File: src/rtl/dbu_ctrl_pkg.sv
// Shared definitions for the DBU run/step controller and the DBU display mux:
// state encodings and the state field width.
package dbu_ctrl_pkg;

   localparam int DBU_STATE_W = 2;

   typedef enum logic [DBU_STATE_W-1:0] {
      DBU_PAUSE = 2'd0,
      DBU_RUN   = 2'd1,
      DBU_STEP  = 2'd2,
      DBU_BREAK = 2'd3
   } dbu_state_t;

endpackage

File: src/rtl/dbu_ctrl_sync_edge.sv
// Two-flop synchronizer followed by a previous-value flop; rise and any-edge
// pulses are registered so they last exactly one cycle.
module sync_edge (
   input  logic clk,
   input  logic rst,
   input  logic din,
   output logic level,
   output logic rise,
   output logic any
);

   logic s1_q, s1_d;
   logic s2_q, s2_d;
   logic prev_q, prev_d;
   logic rise_q, rise_d;
   logic any_q, any_d;

   always_comb begin
      s1_d   = din;
      s2_d   = s1_q;
      prev_d = s2_q;
      rise_d = s2_q & ~prev_q;
      any_d  = s2_q ^ prev_q;
   end

   always_ff @(posedge clk) begin
      if (rst) begin
         s1_q   <= 1'b0;
         s2_q   <= 1'b0;
         prev_q <= 1'b0;
         rise_q <= 1'b0;
         any_q  <= 1'b0;
      end else begin
         s1_q   <= s1_d;
         s2_q   <= s2_d;
         prev_q <= prev_d;
         rise_q <= rise_d;
         any_q  <= any_d;
      end
   end

   assign level = s2_q;
   assign rise  = rise_q;
   assign any   = any_q;

endmodule

File: src/rtl/dbu_ctrl.sv
// DBU run/step controller: turns succ/step into a per-cycle CPU enable with a
// PC breakpoint, and keeps the debug view address and retired-instruction count.
module dbu_ctrl
   import dbu_ctrl_pkg::*;
#(
   parameter int ADDR_W = 8,
   parameter int CNT_W  = 16
) (
   input  logic                   clk,
   input  logic                   rst,
   input  logic                   succ,
   input  logic                   step,
   input  logic                   inc,
   input  logic                   dec,
   input  logic                   m_rf,
   input  logic [31:0]            pc,
   input  logic                   bp_en,
   input  logic [31:0]            bp_addr,
   output logic                   cpu_en,
   output logic [ADDR_W-1:0]      m_rf_addr,
   output logic [DBU_STATE_W-1:0] state,
   output logic [CNT_W-1:0]       instr_cnt
);

   logic step_lvl, step_p, step_any;
   logic inc_lvl, inc_p, inc_any;
   logic dec_lvl, dec_p, dec_any;
   logic mrf_lvl, mrf_rise, mrf_chg;
   logic unused_lvl;

   sync_edge u_step (.clk(clk), .rst(rst), .din(step), .level(step_lvl), .rise(step_p),   .any(step_any));
   sync_edge u_inc  (.clk(clk), .rst(rst), .din(inc),  .level(inc_lvl),  .rise(inc_p),    .any(inc_any));
   sync_edge u_dec  (.clk(clk), .rst(rst), .din(dec),  .level(dec_lvl),  .rise(dec_p),    .any(dec_any));
   sync_edge u_mrf  (.clk(clk), .rst(rst), .din(m_rf), .level(mrf_lvl),  .rise(mrf_rise), .any(mrf_chg));

   assign unused_lvl = ^{step_lvl, step_any, inc_lvl, inc_any, dec_lvl, dec_any, mrf_lvl, mrf_rise};

   dbu_state_t        state_q, state_d;
   logic [ADDR_W-1:0] addr_q, addr_d;
   logic [CNT_W-1:0]  cnt_q, cnt_d;
   logic              bp_hit;
   logic              cpu_en_c;

   // A RUN hit withholds the enable so the breakpoint instruction only runs on STEP.
   always_comb begin
      bp_hit   = bp_en && (pc == bp_addr);
      cpu_en_c = ((state_q == DBU_RUN) && !bp_hit) || (state_q == DBU_STEP);
   end

   always_comb begin
      state_d = state_q;
      case (state_q)
         DBU_PAUSE: begin
            if (succ)        state_d = DBU_RUN;
            else if (step_p) state_d = DBU_STEP;
         end
         DBU_RUN: begin
            if (!succ)       state_d = DBU_PAUSE;
            else if (bp_hit) state_d = DBU_BREAK;
         end
         DBU_STEP: begin
            state_d = succ ? DBU_RUN : DBU_PAUSE;
         end
         DBU_BREAK: begin
            if (step_p)      state_d = DBU_STEP;
            else if (!succ)  state_d = DBU_PAUSE;
         end
         default: state_d = DBU_PAUSE;
      endcase
   end

   always_comb begin
      addr_d = addr_q;
      if (mrf_chg)              addr_d = '0;
      else if (inc_p && dec_p)  addr_d = addr_q;
      else if (inc_p)           addr_d = addr_q + ADDR_W'(1);
      else if (dec_p)           addr_d = addr_q - ADDR_W'(1);
   end

   always_comb begin
      cnt_d = cnt_q;
      if (cpu_en_c) cnt_d = cnt_q + CNT_W'(1);
   end

   always_ff @(posedge clk) begin
      if (rst) begin
         state_q <= DBU_PAUSE;
         addr_q  <= '0;
         cnt_q   <= '0;
      end else begin
         state_q <= state_d;
         addr_q  <= addr_d;
         cnt_q   <= cnt_d;
      end
   end

   assign cpu_en    = cpu_en_c;
   assign m_rf_addr = addr_q;
   assign state     = state_q;
   assign instr_cnt = cnt_q;

endmodule

File: config.mk
export PLATFORM = sky130hd
export DESIGN_NAME = dbu_ctrl
export DESIGN_NICKNAME = d
export VERILOG_FILES = /design/src/rtl/dbu_ctrl_pkg.sv /design/src/rtl/dbu_ctrl_sync_edge.sv /design/src/rtl/dbu_ctrl.sv
export SDC_FILE = /design/constraint.sdc
export NUM_CORES = 1
export LEC_CHECK = 0
export BUFFER_PORTS_ARGS = -buffer_cell sky130_fd_sc_hd__buf_4
export CORE_UTILIZATION = 28
export CTS_CLUSTER_DIAMETER = 50
export DETAILED_ROUTE_END_ITERATION = 8
export PLACE_DENSITY = 0.58
export RECOVER_POWER = 50
export SETUP_SLACK_MARGIN = 0.2
export SKIP_CTS_REPAIR_TIMING = 1
export SYNTH_ARGS = -nofsm -noshare
export SYNTH_HDL_FRONTEND = slang
export SYNTH_SLANG_ARGS = --single-unit
File: constraint.sdc
create_clock -name clk -period 2.6 [get_ports clk]
set_input_delay 0 -clock clk [delete_from_list [all_inputs] [get_ports clk]]
set_output_delay 0 -clock clk [all_outputs]
set_load 0.1 [all_outputs]
==> results.sh <==
export IMPL_post_dp_hpwl_mm=3.93
export IMPL_fin_skew_ns=0.00706
export IMPL_leakagePower_nw=1.35
export IMPL_grt_pass1_wl_mm=8.55
export IMPL_drtIter0Drc=74
export IMPL_cp_required_ns=2.78
export IMPL_async_flop_share=0
export IMPL_clk_latency_ns=0.29
export IMPL_crit_path_start_kind="flop"
export IMPL_finalPower_mw=1.55
export IMPL_cts_buffers=5
export IMPL_synth_nets=324
export IMPL_initial_utilization=0.289
export IMPL_cp_startpoint="u_inc.rise"
export IMPL_drive_above_1_share=0.299
export IMPL_yosysUniqueCellTypes=40
export IMPL_syn_area_mm2=0.00222
export IMPL_critPathMaxFanout=8
export IMPL_gr_usage_all_layers=0.126
export IMPL_period_share=0.820
export IMPL_fillCellCount=787
export IMPL_core_mm2=0.00769
export IMPL_routed_wl_mm=5.01
export IMPL_area_growth_pct=41.6
export IMPL_cts_tree="yes"
export IMPL_synth_most_common_cell="dfxtp_1"
export IMPL_hold_viol=1
export IMPL_htreeDepth=2
export IMPL_clk_pin_slew_worst_paths_ns=0.08
export IMPL_holdCritPathClass="in -> reg"
export IMPL_stdcell_area_mm2=0.00315
export IMPL_netlist_top_cells_count="dfxtp_1 (42), xor2_1 (35), nor2b_1 (20)"
export IMPL_yosys_warnings=0
export IMPL_die_area_mm2=0.00830
export IMPL_p_per_area_mw_per_mm2=491
export IMPL_drc=0
export IMPL_synth_edff_count=0
export IMPL_status="finished, violations left"
export IMPL_post_drt_wl_per_cell_um=11.1
export IMPL_port_buffers=98
export IMPL_synthTopCellsByArea="dfxtp_1 (38%), xor2_1 (14%), nor2b_1 (5.6%)"
export IMPL_avgViaCountPerCell=4.52
export IMPL_grt_busiest_layer="met2"
export IMPL_cp_slowest_stage_delay_ns=0.50
export IMPL_antennaDiodeCount=0
export IMPL_cts_sinks=42
export IMPL_synth_cells=244
export IMPL_seq_area_frac_synth=0.378
export IMPL_fmax_mhz=469
export IMPL_cts_root_buf="clkbuf_8"
export IMPL_crit_slowest_cell="a2111oi_1"
export IMPL_rsz0062_at_grt="false"
export IMPL_drv_cap=0
export IMPL_hold_ws_ns=-0.00687
export IMPL_dieHeight_um=91.1
export IMPL_synth_area_per_cell_um2=9.11
export IMPL_min_period_ns=2.13
export IMPL_met1_usage=0.149
export IMPL_vdd_drop_max_uv=227
export IMPL_synth_flop_cell="dfxtp_1"
export IMPL_hp_start="succ"
export IMPL_worstMarginPinSlew_ns=1.21
export IMPL_violations="hold timing"
export IMPL_place_area_mm2=0.00306
export IMPL_cts_buffer_depth=2
export IMPL_rows=32
export IMPL_setup_slack_ns=0.468
export IMPL_synth_seq_cells=42
export IMPL_synth_top_area_frac=0.378
export IMPL_crit_reg2reg_launch="u_inc.rise"
export IMPL_die_x_um=91.1
export IMPL_first_global_vias=1934
export IMPL_antenna_found_initial=0
export IMPL_via_count=2036
export IMPL_gp_congestion=0.769
export IMPL_post_place_ws_ns=0.399
export IMPL_ant_nets=0
export IMPL_use_met2=0.220
export IMPL_critPathCaptureType="flop"
export IMPL_tns_ns=0
export IMPL_worstSetupPathType="reg -> reg"
export IMPL_finalSetupViolations=0
export IMPL_arrival_ns=2.32
export IMPL_grt_max_degree=40
export IMPL_slew_headroom=0.195
export IMPL_io_pins=99
export IMPL_grt_overflow_total=0
export IMPL_nNetsFinal=427
export IMPL_slew_violations=0
export IMPL_first_pass_iters=4
export IMPL_crit_chain="inv_1 > ha_1 > a21o_1 > a21oi_1 > o21bai_1 > a2111oi_1 > a2111o_1 > nand2_1"
export IMPL_synth_top_cell_by_area="dfxtp_1"
export IMPL_met3_usage=0.0327
where the power goes:
part           internal, mW  leakage (nW)  switching, mW
combinational         0.155         0.949          0.198
clock                 0.287        0.0514          0.228
sequential            0.664         0.345         0.0158
layout make-up:
cell class | count | area, µm² | share of cell area
flip-flops and latches | 42 | 850 | 0.270
well taps | 102 | 128 | 0.0405
clock inverters | 2 | 37.5 | 0.0119
multi-input cells | 188 | 1320 | 0.418
repair buffers | 103 | 719 | 0.228
clock buffers | 6 | 72.6 | 0.0230
inverters | 7 | 26.3 | 0.00834
worst max-delay path: cells and delay by family (launching register included):
| family | cells | cell delay, ns |
|---|---|---|
| simple gates | 1 | 0.04 |
| flops | 1 | 0.31 |
| fa+ha+maj | 1 | 0.29 |
| buf+inv | 1 | 0.22 |
| compound gates | 5 | 1.16 |
stage by stage:
step / utilization / hold slack [ns] / cells
after floorplan: - / 0.128 / 244
after global placement: 0.398 / 0.214 / 438
final: 0.410 / -0.00687 / 450
after global routing: 0.410 / 0.00369 / 450
after detailed placement: 0.398 / 0.221 / 438
after CTS: 0.413 / -0.0951 / 446
state kept, by name, indices dropped and copies added, names as in the netlist:
signal         cells
u_dec.rise         1
u_step.level       1
u_dec.prev_q       1
u_mrf.level        1
u_inc.prev_q       1
u_mrf.any          1
u_inc.level        1
u_mrf.s1_q         1
u_inc.rise         1
u_mrf.prev_q       1
u_step.prev_q      1
instr_cnt         16
u_dec.s1_q         1
u_step.s1_q        1
u_inc.s1_q         1
state              2
u_dec.level        1
m_rf_addr          8
u_step.rise        1
final timing paths:
| check | to | slack [ns] | depth (start not counted) |
|---|---|---|---|
| worst max-delay path | m_rf_addr[7] | 0.47 | 8 |
| worst min-delay path | state[0] | -0.007 | 3 |
| worst max register to register | m_rf_addr[7] | 0.47 | 8 |
| worst min register to register | u_inc.rise | 0.38 | 1 |
per-layer routing:
layer  up-vias  routed length, µm
met3         8                266
li1       1071                  -
met1       908               2200
met4         0                 94
met2        49               2450
met5         -                  0
cells by family (layout without fill, tap and decap cells):
family                   Yosys count  after routing  share of synthesized area
AO/OA/AOI/OAI                     37             37                      0.113
AND/OR/NAND/NOR                   94             94                      0.228
adder cells (fa/ha/maj)            8              8                     0.0484
flip-flops                        42             42                      0.378
buffers and inverters             14            118                     0.0304
XOR/XNOR                          41             41                      0.162
multiplexers                       8              8                     0.0411
cell usage in the layout, fill, tap and decap left out, drive strengths merged, types with 6 or more instances in the layout:
cell / count
a21oi: 14
buf: 78
clkbuf: 27
dfxtp: 42
ha: 7
inv: 7
mux2: 6
nand2: 11
nand3: 12
nor2: 17
nor2b: 20
nor4: 11
o21ai: 8
or3: 8
xnor2: 6
xor2: 35
(Power assumes the default switching activity.)
